## config.mk

```make
export PLATFORM = sky130hd
export DESIGN_NAME = decoder_2to4_reg_flat
export DESIGN_NICKNAME = d
export VERILOG_FILES = /design/src/rtl/decoder_2to4_reg_pkg.sv /design/src/rtl/decoder_2to4_reg_if.sv /design/src/rtl/decoder_2to4_reg_hit_counter.sv /design/src/rtl/decoder_2to4_reg.sv /design/src/flat_wrapper.sv
export SDC_FILE = /design/constraint.sdc
export NUM_CORES = 1
export LEC_CHECK = 0
export CAP_MARGIN = 30
export CORE_AREA = 2 2 39 41
export CTS_BUF_LIST = sky130_fd_sc_hd__clkbuf_4 sky130_fd_sc_hd__clkbuf_8 sky130_fd_sc_hd__clkbuf_16
export DETAILED_ROUTE_END_ITERATION = 6
export DIE_AREA = 0 0 41 43
export GPL_TIMING_DRIVEN = 1
export PLACE_DENSITY_LB_ADDON = 0.12
export SLEW_MARGIN = 10
export SYNTH_ARGS = -nofsm -noshare
export SYNTH_HDL_FRONTEND = slang
export SYNTH_SLANG_ARGS = --single-unit
```

## constraint.sdc

```tcl
create_clock -name clk -period 1 [get_ports clk]
set_clock_uncertainty 0.1 [all_clocks]
set_input_delay 0.2 -clock clk [delete_from_list [all_inputs] [get_ports clk]]
set_output_delay 0.2 -clock clk [all_outputs]
set_load 0.01 [all_outputs]
```

## src/rtl/decoder_2to4_reg_pkg.sv

```systemverilog
// Shared select codes, line count and counter defaults for the registered 2-to-4 decoder.
package decoder_pkg;
  typedef logic [1:0] sel_t;

  localparam sel_t SEL_L = 2'b00;
  localparam sel_t SEL_M = 2'b01;
  localparam sel_t SEL_N = 2'b10;
  localparam sel_t SEL_O = 2'b11;

  localparam int NUM_LINES = 4;
  localparam int CNT_W_DEF = 8;
endpackage

```

## src/rtl/decoder_2to4_reg_if.sv

```systemverilog
// Select/enable in, one-hot lines plus valid/chg out; hit_cnt/cnt_clr exist only with DECODER_HIT_CNT_EN.
interface decoder_2to4_reg_if #(
  parameter int CNT_W = decoder_pkg::CNT_W_DEF
);
  import decoder_pkg::*;

  if (CNT_W < 2 || CNT_W > 16) begin : g_bad_cnt_w
    $error("decoder_2to4_reg_if: CNT_W must be in 2..16");
  end

  logic en;
  logic a;
  logic b;
  logic l;
  logic m;
  logic n;
  logic o;
  logic valid;
  logic chg;

`ifdef DECODER_HIT_CNT_EN
  logic                       cnt_clr;
  logic [NUM_LINES*CNT_W-1:0] hit_cnt;

  modport master (output en, a, b, cnt_clr, input l, m, n, o, valid, chg, hit_cnt);
  modport slave  (input en, a, b, cnt_clr, output l, m, n, o, valid, chg, hit_cnt);
`else
  modport master (output en, a, b, input l, m, n, o, valid, chg);
  modport slave  (input en, a, b, output l, m, n, o, valid, chg);
`endif
endinterface

```

## src/rtl/decoder_2to4_reg_hit_counter.sv

```systemverilog
// Saturating per-line hit counter; result visible the cycle after the edge.
// No backpressure: clr wins over inc, and inc at all-ones holds the value.
module decoder_hit_counter #(
  parameter int CNT_W = decoder_pkg::CNT_W_DEF
) (
  input  logic             clk,
  input  logic             rst,
  input  logic             clr,
  input  logic             inc,
  output logic [CNT_W-1:0] cnt
);
  always_ff @(posedge clk) begin
    if (rst || clr) begin
      cnt <= '0;
    end else if (inc && (cnt != {CNT_W{1'b1}})) begin
      cnt <= cnt + 1'b1;
    end
  end
endmodule

```

## src/rtl/decoder_2to4_reg.sv

```systemverilog
// Registered 2-to-4 decoder with change pulse; 1-cycle latency, accepts a select every cycle (no backpressure).
// Optional per-line saturating hit counters are built when DECODER_HIT_CNT_EN is defined.
module decoder_2to4_reg
  import decoder_pkg::*;
#(
  parameter bit ACTIVE_LOW = 1'b0,
  parameter int CNT_W      = CNT_W_DEF
) (
  input logic               clk,
  input logic               rst,
  decoder_2to4_reg_if.slave bus
);
  if (CNT_W < 2 || CNT_W > 16) begin : g_bad_cnt_w
    $error("decoder_2to4_reg: CNT_W must be in 2..16");
  end

  sel_t                 code;
  logic [NUM_LINES-1:0] hot_d;
  logic [NUM_LINES-1:0] hot_q;
  logic                 valid_q;
  logic                 chg_q;
  sel_t                 prev_code;
  logic                 prev_vld;

  assign code = {bus.a, bus.b};

  // hot_d is indexed by select code, so bit 0 is line l.
  always_comb begin
    hot_d = '0;
    if (bus.en) begin
      hot_d[code] = 1'b1;
    end
  end

  // History survives disabled cycles so chg compares against the last enabled code.
  always_ff @(posedge clk) begin
    if (rst) begin
      hot_q     <= '0;
      valid_q   <= 1'b0;
      chg_q     <= 1'b0;
      prev_code <= SEL_L;
      prev_vld  <= 1'b0;
    end else begin
      hot_q   <= hot_d;
      valid_q <= bus.en;
      chg_q   <= bus.en && prev_vld && (code != prev_code);
      if (bus.en) begin
        prev_code <= code;
        prev_vld  <= 1'b1;
      end
    end
  end

  assign bus.l     = hot_q[SEL_L] ^ ACTIVE_LOW;
  assign bus.m     = hot_q[SEL_M] ^ ACTIVE_LOW;
  assign bus.n     = hot_q[SEL_N] ^ ACTIVE_LOW;
  assign bus.o     = hot_q[SEL_O] ^ ACTIVE_LOW;
  assign bus.valid = valid_q;
  assign bus.chg   = chg_q;

`ifdef DECODER_HIT_CNT_EN
  logic [CNT_W-1:0] cnt [NUM_LINES];

  for (genvar i = 0; i < NUM_LINES; i++) begin : g_cnt
    decoder_hit_counter #(
      .CNT_W (CNT_W)
    ) u_cnt (
      .clk (clk),
      .rst (rst),
      .clr (bus.cnt_clr),
      .inc (hot_d[i]),
      .cnt (cnt[i])
    );
  end

  assign bus.hit_cnt = {cnt[3], cnt[2], cnt[1], cnt[0]};
`endif
endmodule

```

## src/flat_wrapper.sv

```systemverilog
// flat-port wrapper written by rule: the top's interface ports become plain ports
module decoder_2to4_reg_flat import decoder_pkg::*;
#(
  parameter bit ACTIVE_LOW = 1'b0,
  parameter int CNT_W      = CNT_W_DEF
)
  (clk, rst, bus_en, bus_a, bus_b, bus_l, bus_m, bus_n, bus_o, bus_valid, bus_chg);
  decoder_2to4_reg_if #(.CNT_W(CNT_W)) bus_i ();
  input logic clk;
  input logic rst;
  input wire logic [$bits(bus_i.en)-1:0] bus_en;
  input wire logic [$bits(bus_i.a)-1:0] bus_a;
  input wire logic [$bits(bus_i.b)-1:0] bus_b;
  output wire logic [$bits(bus_i.l)-1:0] bus_l;
  output wire logic [$bits(bus_i.m)-1:0] bus_m;
  output wire logic [$bits(bus_i.n)-1:0] bus_n;
  output wire logic [$bits(bus_i.o)-1:0] bus_o;
  output wire logic [$bits(bus_i.valid)-1:0] bus_valid;
  output wire logic [$bits(bus_i.chg)-1:0] bus_chg;
  assign bus_i.en = bus_en;
  assign bus_i.a = bus_a;
  assign bus_i.b = bus_b;
  assign bus_l = bus_i.l;
  assign bus_m = bus_i.m;
  assign bus_n = bus_i.n;
  assign bus_o = bus_i.o;
  assign bus_valid = bus_i.valid;
  assign bus_chg = bus_i.chg;
  decoder_2to4_reg #(.ACTIVE_LOW(ACTIVE_LOW), .CNT_W(CNT_W)) u_core (.clk(clk), .rst(rst), .bus(bus_i));
endmodule
```

# Word level (Yosys, flattened, before mapping)

Index checks and enable logic that the tools add are counted.

Bits of input ports: 5
Output and inout bits: 6
Word-level logic and storage cells: 15
Register bits after elaboration: 9

$lt $le $gt $ge: 2
Reductions and logical operators: 4
Equal/unequal tests: 1
Mux-type cells: 2
Bitwise operators: 1

Operator list:

| operator             | count |
|---|---|
| $logic_and A1 B1 Y1  | 3 |
| $lt A2 B3 Y1 const B | 1 |
| $demux W1 S2         | 1 |
| $ge A2 B1 Y1 const B | 1 |
| $ne A2 B2 Y1         | 1 |
| $reduce_or A2 Y1     | 1 |
| $mux W1              | 1 |
| $not A1 Y1           | 1 |

# Depth between registers and ports, before layout

Depth after elaboration: 4
Depth in mapped cells: 2

# Least setup slack after synthesis

OpenSTA, ideal clock, no wires.

Path kind: register -> register
Start: register u_core.prev_code[0]
End: register u_core.chg_q, in the netlist u_core.bus.chg
Clock period less this slack: 0.861 ns
Slack: 0.139 ns
Stages on the path, launching flop included: 3
Buffers on the path: 0
Library setup time: 0.116 ns
Data required time: 0.784 ns
Data arrival time: 0.645 ns
Cells stage by stage: dfxtp_1 > xor2_1 > o211a_1

Longest elaborated chain between the ends: 2

Ends and longest elaborated chain:

| what                     | RTL line               | text |
|---|---|---|
| start: declaration       | decoder_2to4_reg.sv:22 | `sel_t prev_code;` |
| start signal: assignment | decoder_2to4_reg.sv:48 | `prev_code <= code;` |
| $ne A2 B2 Y1             | decoder_2to4_reg.sv:46 | `chg_q <= bus.en && prev_vld && (code != prev_code);` |
| $logic_and A1 B1 Y1      | decoder_2to4_reg.sv:46 |  |
| end signal: assignment   | decoder_2to4_reg.sv:46 |  |
| end: declaration         | decoder_2to4_reg.sv:21 | `logic chg_q;` |

No other way between the ends.
A chain may end at the register's enable or synchronous reset.

# Final worst setup path

Start: register u_core.valid_q, in the netlist u_core.bus.valid
End: output port bus_valid

RTL lines:

| what                     | RTL line               | text |
|---|---|---|
| start: declaration       | decoder_2to4_reg.sv:20 | `logic valid_q;` |
| start signal: assignment | decoder_2to4_reg.sv:45 | `valid_q <= bus.en;` |
| end: declaration         | flat_wrapper.sv:18     | `output wire logic [$bits(bus_i.valid)-1:0] bus_valid;` |

No word-level cell between the ends.

==> results.cfg <==
[finish]
mostFrequentLayoutCells = 8 x dfxtp_1, 5 x buf_2, 4 x nor2_1, 4 x clkbuf_4, 4 x buf_4
drive_above_1_share_pct = 41.5
multi_input_area_sq_um = 113
num_antenna_cells = 0
utilization_pct = 32.3
nets = 47
regArea_sq_um = 181
synthToLayoutAreaGrowth_pct = 52.6
final_common_cell = dfxtp_1
fillers = 149

[yosys]
syn_nets = 28
netlist_area_sq_um = 293
yosysTopAreaCell = dfxtp_1
ys_seq_elements = 9
synth.distinct_cells = 9
synth.area.top_cells = dfxtp_1 62%, mux2i_1 6.8%, and3b_1 6.0%
yosysTopAreaCellShare_pct = 61.5
syn_inst = 23
ys_warn_count = 0
synth_seq_area_share_pct = 61.5
avgSynthCellArea_sq_um = 12.7

[placed_design]
place_worst_setup_slack_ns = -0.307
io_buffers = 10
place_congestion = 0.707

[critical_path]
endpoint_kind = primary output
worstPathBufferInverterCount = 1
crit_slowest_cell = dfxtp_2
critPathMaxStageDelay_ns = 0.32
critical_path_class = register to primary output
critPathRequiredTime_ns = 0.70
crit_fanout = 1
crit_chain = buf_6
worstPathArrival_ns = 0.68
startpoint_type = register
cp_top_family = flip-flops

[global_route]
grt-ovfl-total = 0
grt_use_total_pct = 6.85
antenna_found_initial = 0
grt_pass1_wl_microns = 779
first_global_vias = 220
grt_max_degree = 7

[routing]
wl_microns = 472
vias = 219
via_per_inst = 3.84
drc = 0
drt_pass1_iterations = 2
drtIter0Drc = 1
ant_nets = 0
wire_per_inst_microns = 8.28

[sta]
worst_pin_slew_ns = 0.184
setup_viol = 0
slew_headroom_pct = 87.8
tns_ns = 0
period_share_pct = 97.5
hold_viol = 0
rsz0062_at_grt = yes
fmax_mhz = 1030
fin_crit_ns = 0.975
drv_slew = 0
worst_slack_ns = 0.0247

[die]
start_util_pct = 21.2
placementRows = 14
io_pins = 11
die_x_microns = 41
core_region_area_sq_um = 1380
dieArea_sq_um = 1760
die_y_microns = 43

[run]
cap_violations = 0

[clock_tree]
numCtsBuffers = 3
cts-hold-fix-buffers = 0
cts_buffer_depth = 2
root_buffer = clkbuf_4
clkLatencyLatePin_ns = 0.25
htree_levels = 1
clock_sinks = 9
cts.reportedPaths.clkPinSlew_ns = 0.06
cts_tree = done

[min_path]
holdCritPathClass = input pin to register

[power_and_ir_drop]
switching_share_pct = 20.1
p_clk_share_pct = 39.1
internal_power_mw = 0.598
ir_worst_vdd_v = 0.000627
power_frac_comb_pct = 10.0
total_leakage_power_nw = 0.238
seqPwrFrac_pct = 50.9
p_sw_mw = 0.150
powerDensity_nw_per_um2 = 1680

[outcome]
status = complete, no violations
==> registers in the layout, indices dropped and copies added, names as in the netlist <==
signal / cells
u_core.prev_code: 2
u_core.bus.chg: 1
u_core.prev_vld: 1
u_core.bus.valid: 1
u_core.hot_q: 4
==> cell families after synthesis <==
logic type                Yosys count  share of synthesized area (%)
muxes                               2                           6.84
and+or+nand+nor                     9                           22.2
AOI/OAI and AO/OA                   1                           3.42
xor gates and xnor gates            2                           5.98
DFF                                 9                           61.5
==> cell usage after synthesis <==
master and instances:
nor2b_4 1, dfxtp_1 9, and3b_1 2, xor2_1 2, and3_1 1, nor3b_2 1, o211a_1 1, mux2i_1 2
nor2_1 4
==> worst paths after layout <==
kind	start	end	slack, ns	cells past startpoint
max reg2reg	u_core.prev_code[0]	u_core.bus.chg	0.09	2
min reg2reg	u_core.prev_vld	u_core.prev_vld	0.37	2
max	u_core.bus.valid	bus_valid	0.02	1
min	bus_en	u_core.prev_vld	0.31	3
==> timing repair <==
action / in CTS / in global routing
gates resized for setup: 27 / 2
endpoints found under the setup margin: 11 / 4
pin swaps: 0 / 0
setup buffers: 0 / 0
==> power by group through the flow <==
stage | logic (mW) | clock network (mW) | registers [mW]
floorplan | 0.0246 | 0 | 0.392
global placement | 0.0860 | 0 | 0.389
detailed placement | 0.0849 | 0 | 0.388
CTS | 0.0736 | 0.309 | 0.380
global route | 0.0821 | 0.331 | 0.382
finish | 0.0746 | 0.293 | 0.381
==> per-layer routing <==
| layer | wire, microns | share of wire, % | global-route usage (%) |
|---|---|---|---|
| met5 | 0 | 0 | 0 |
| met4 | 0 | 0 | 6.00 |
| met3 | 64 | 14 | 3.14 |
| met2 | 203 | 43 | 9.38 |
| met1 | 205 | 43 | 7.47 |
==> cell type report <==
class | count | share of cell area, %
timing repair buffer | 14 | 23.0
clock buffer | 4 | 6.72
tap | 16 | 4.48
multi-input combinational | 14 | 25.2
sequential | 9 | 40.6
==> stage by stage <==
stage          hold WS, ns  std cells  area [sq um]  power (mW)
2_1_floorplan        0.169         23           293       0.416
3_3_place_gp         0.373         53           443       0.475
3_5_place_dp         0.355         53           443       0.473
4_1_cts              0.304         57           439       0.763
5_1_grt              0.324         57           447       0.795
6_report             0.311         57           447       0.749
Power figures use the tool's default switching activity.
==> RTL edit (same settings) <==
`ACTIVE_LOW` is set to 1'b0 in 2 places; all go to 1'b1.
--- a/src/rtl/decoder_2to4_reg.sv
+++ b/src/rtl/decoder_2to4_reg.sv
@@ -3,7 +3,7 @@
 module decoder_2to4_reg
   import decoder_pkg::*;
 #(
-  parameter bit ACTIVE_LOW = 1'b0,
+  parameter bit ACTIVE_LOW = 1'b1,
   parameter int CNT_W      = CNT_W_DEF
 ) (
   input logic               clk,
--- a/src/flat_wrapper.sv
+++ b/src/flat_wrapper.sv
@@ -1,7 +1,7 @@
 // flat-port wrapper written by rule: the top's interface ports become plain ports
 module decoder_2to4_reg_flat import decoder_pkg::*;
 #(
-  parameter bit ACTIVE_LOW = 1'b0,
+  parameter bit ACTIVE_LOW = 1'b1,
   parameter int CNT_W      = CNT_W_DEF
 )
   (clk, rst, bus_en, bus_a, bus_b, bus_l, bus_m, bus_n, bus_o, bus_valid, bus_chg);
Function: changed (a bounded check fails within 4 cycles, from zero or initial values and one cycle with rst high).
==> RTL edit against the original RTL <==
The run now ends with setup timing left. Worst setup slack worse by 0.047 ns. Power is 1.5% higher. Die area stayed put. Critical path depth is 1 higher. Final cell count is 5.3% higher. Fmax is 4.6% lower. Area after synthesis is 5.1% higher. Routed wire length is 3.4% higher. Critical path type unchanged. Sequential cell count stayed put. Combinational power hardly changed. Via count is 6.4% higher. Final area is 3.4% higher.
==> RTL edit: results (changes against the original RTL) <==
Placed design
  • Area after DPL: 450 um^2 (+1.7%)
  • RePlAce Congestion: 0.709 (+0.28%)

Synth
  • Post-Syn Nets: 32 (+14%)
  • Seq/Total Area, Yosys: 58.5% (-3.0 points)
  • Post-synth top cells: dfxtp_1, inv_1, nor2_1
  • Main area contributors after synthesis: dfxtp_1, mux2i_1, and3b_1
  • Synth unique cells: 10 (+1)

Power
  • Combinational Power: 74.5 uW (about the same)
  • P_leak: 0.000229 uW (-3.6%)
  • Sw Ratio: 21.2% (+1.1 points)
  • Final Power: 760 uW (+1.5%)
  • Maximum vdd drop: 0.620 mV (-1.2%)
  • Clk pwr share: 40.1% (+1.0 points)

Routing
  • 1st-iter DRT viols: 5 (+4)
  • Routed len/inst: 8.13 um (-1.8%)
  • Vias per cell: 3.88 (+1.1%)

Run status
  • Status: complete, but fails checks
  • Violated checks: setup timing

Worst hold path
  • Tightest Hold Check Type: primary input to flop

Global routing
  • First-pass GRT wire length: 752 um (-3.5%)
  • Gr usage total: 7.36% (+0.51 points)
  • Number of global-route vias before repair: 209 (-5.0%)

Finish
  • Share of cells above drive strength 1: 38.6% (-2.8 points)
  • ANT cells: 0 (unchanged)
  • Final nets: 50 (+6.4%)

Timing
  • Worst-margin pin slew: 0.177 ns (-0.00656 ns)
  • Setup ws final: -0.0219 ns (-0.0466 ns)
  • Setup TNS: -0.0611 ns (-0.0611 ns)
  • Final setup fails: 4 (+4)

Critical path
  • Worst path slowest cell: dfxtp_1
  • WP data arrival: 0.72 ns (+0.04 ns)
## RTL edit: changes by cell type after synthesis, sizes merged
cell  change
inv       +4
## RTL edit: worst register-to-register path, cell delays in order, from the launching register on
cell and delay (ns):
dfxtp_1 0.32, xor2_1 0.15, o211a_1 0.22
## RTL edit: path summary, 6_finish.rpt
check	startpoint	to	slack (ns)	cells past startpoint
setup / recovery	u_core.hot_q[2]	bus_n	-0.02	2
hold / removal	bus_en	u_core.prev_vld	0.29	3
setup reg to reg	u_core.prev_code[0]	u_core.bus.chg	0.10	2
hold reg to reg	u_core.prev_vld	u_core.prev_vld	0.38	2
## RTL edit: cells by family (layout without fill, tap and decap cells)
kind of cell    Yosys count  in the layout  share of synthesized area (%)
flops                     9              9                           58.5
simple gates              9              9                           21.1
buf+inv                   4             21                           4.88
xor+xnor                  2              2                           5.69
mux                       2              2                           6.50
compound gates            1              1                           3.25
## RTL edit: repair_timing
action                                  4_1_cts  5_1_grt
endpoints found under the setup margin       11        6
hold endpoints to repair                      0        0
pin swaps                                     0        0
gates resized for setup                      26        4
## RTL edit: area by class of cell
class	count	area, um^2
clock buffers	4	30.0
fillers	151	922
inverters	4	15.0
multi-input cells	14	113
flip-flops and latches	9	181
well taps	16	20.0
repair buffers	13	103
## RTL edit: layer usage
metal | global-route usage, % | part of all wire (%)
met5 | 0 | 0
met4 | 10.0 | 4.3
met2 | 9.69 | 45
met1 | 5.86 | 41
met3 | 4.71 | 8.6
## RTL edit: stage by stage
stage / worst slack [ns] / utilization [%] / instances
2_1_floorplan: 0.139 / - / 27
6_report: -0.0219 / 33.4 / 60
3_3_place_gp: -0.298 / 32.5 / 56
3_5_place_dp: -0.307 / 32.5 / 56
5_1_grt: -0.0603 / 33.4 / 60
4_1_cts: -0.0482 / 32.4 / 60
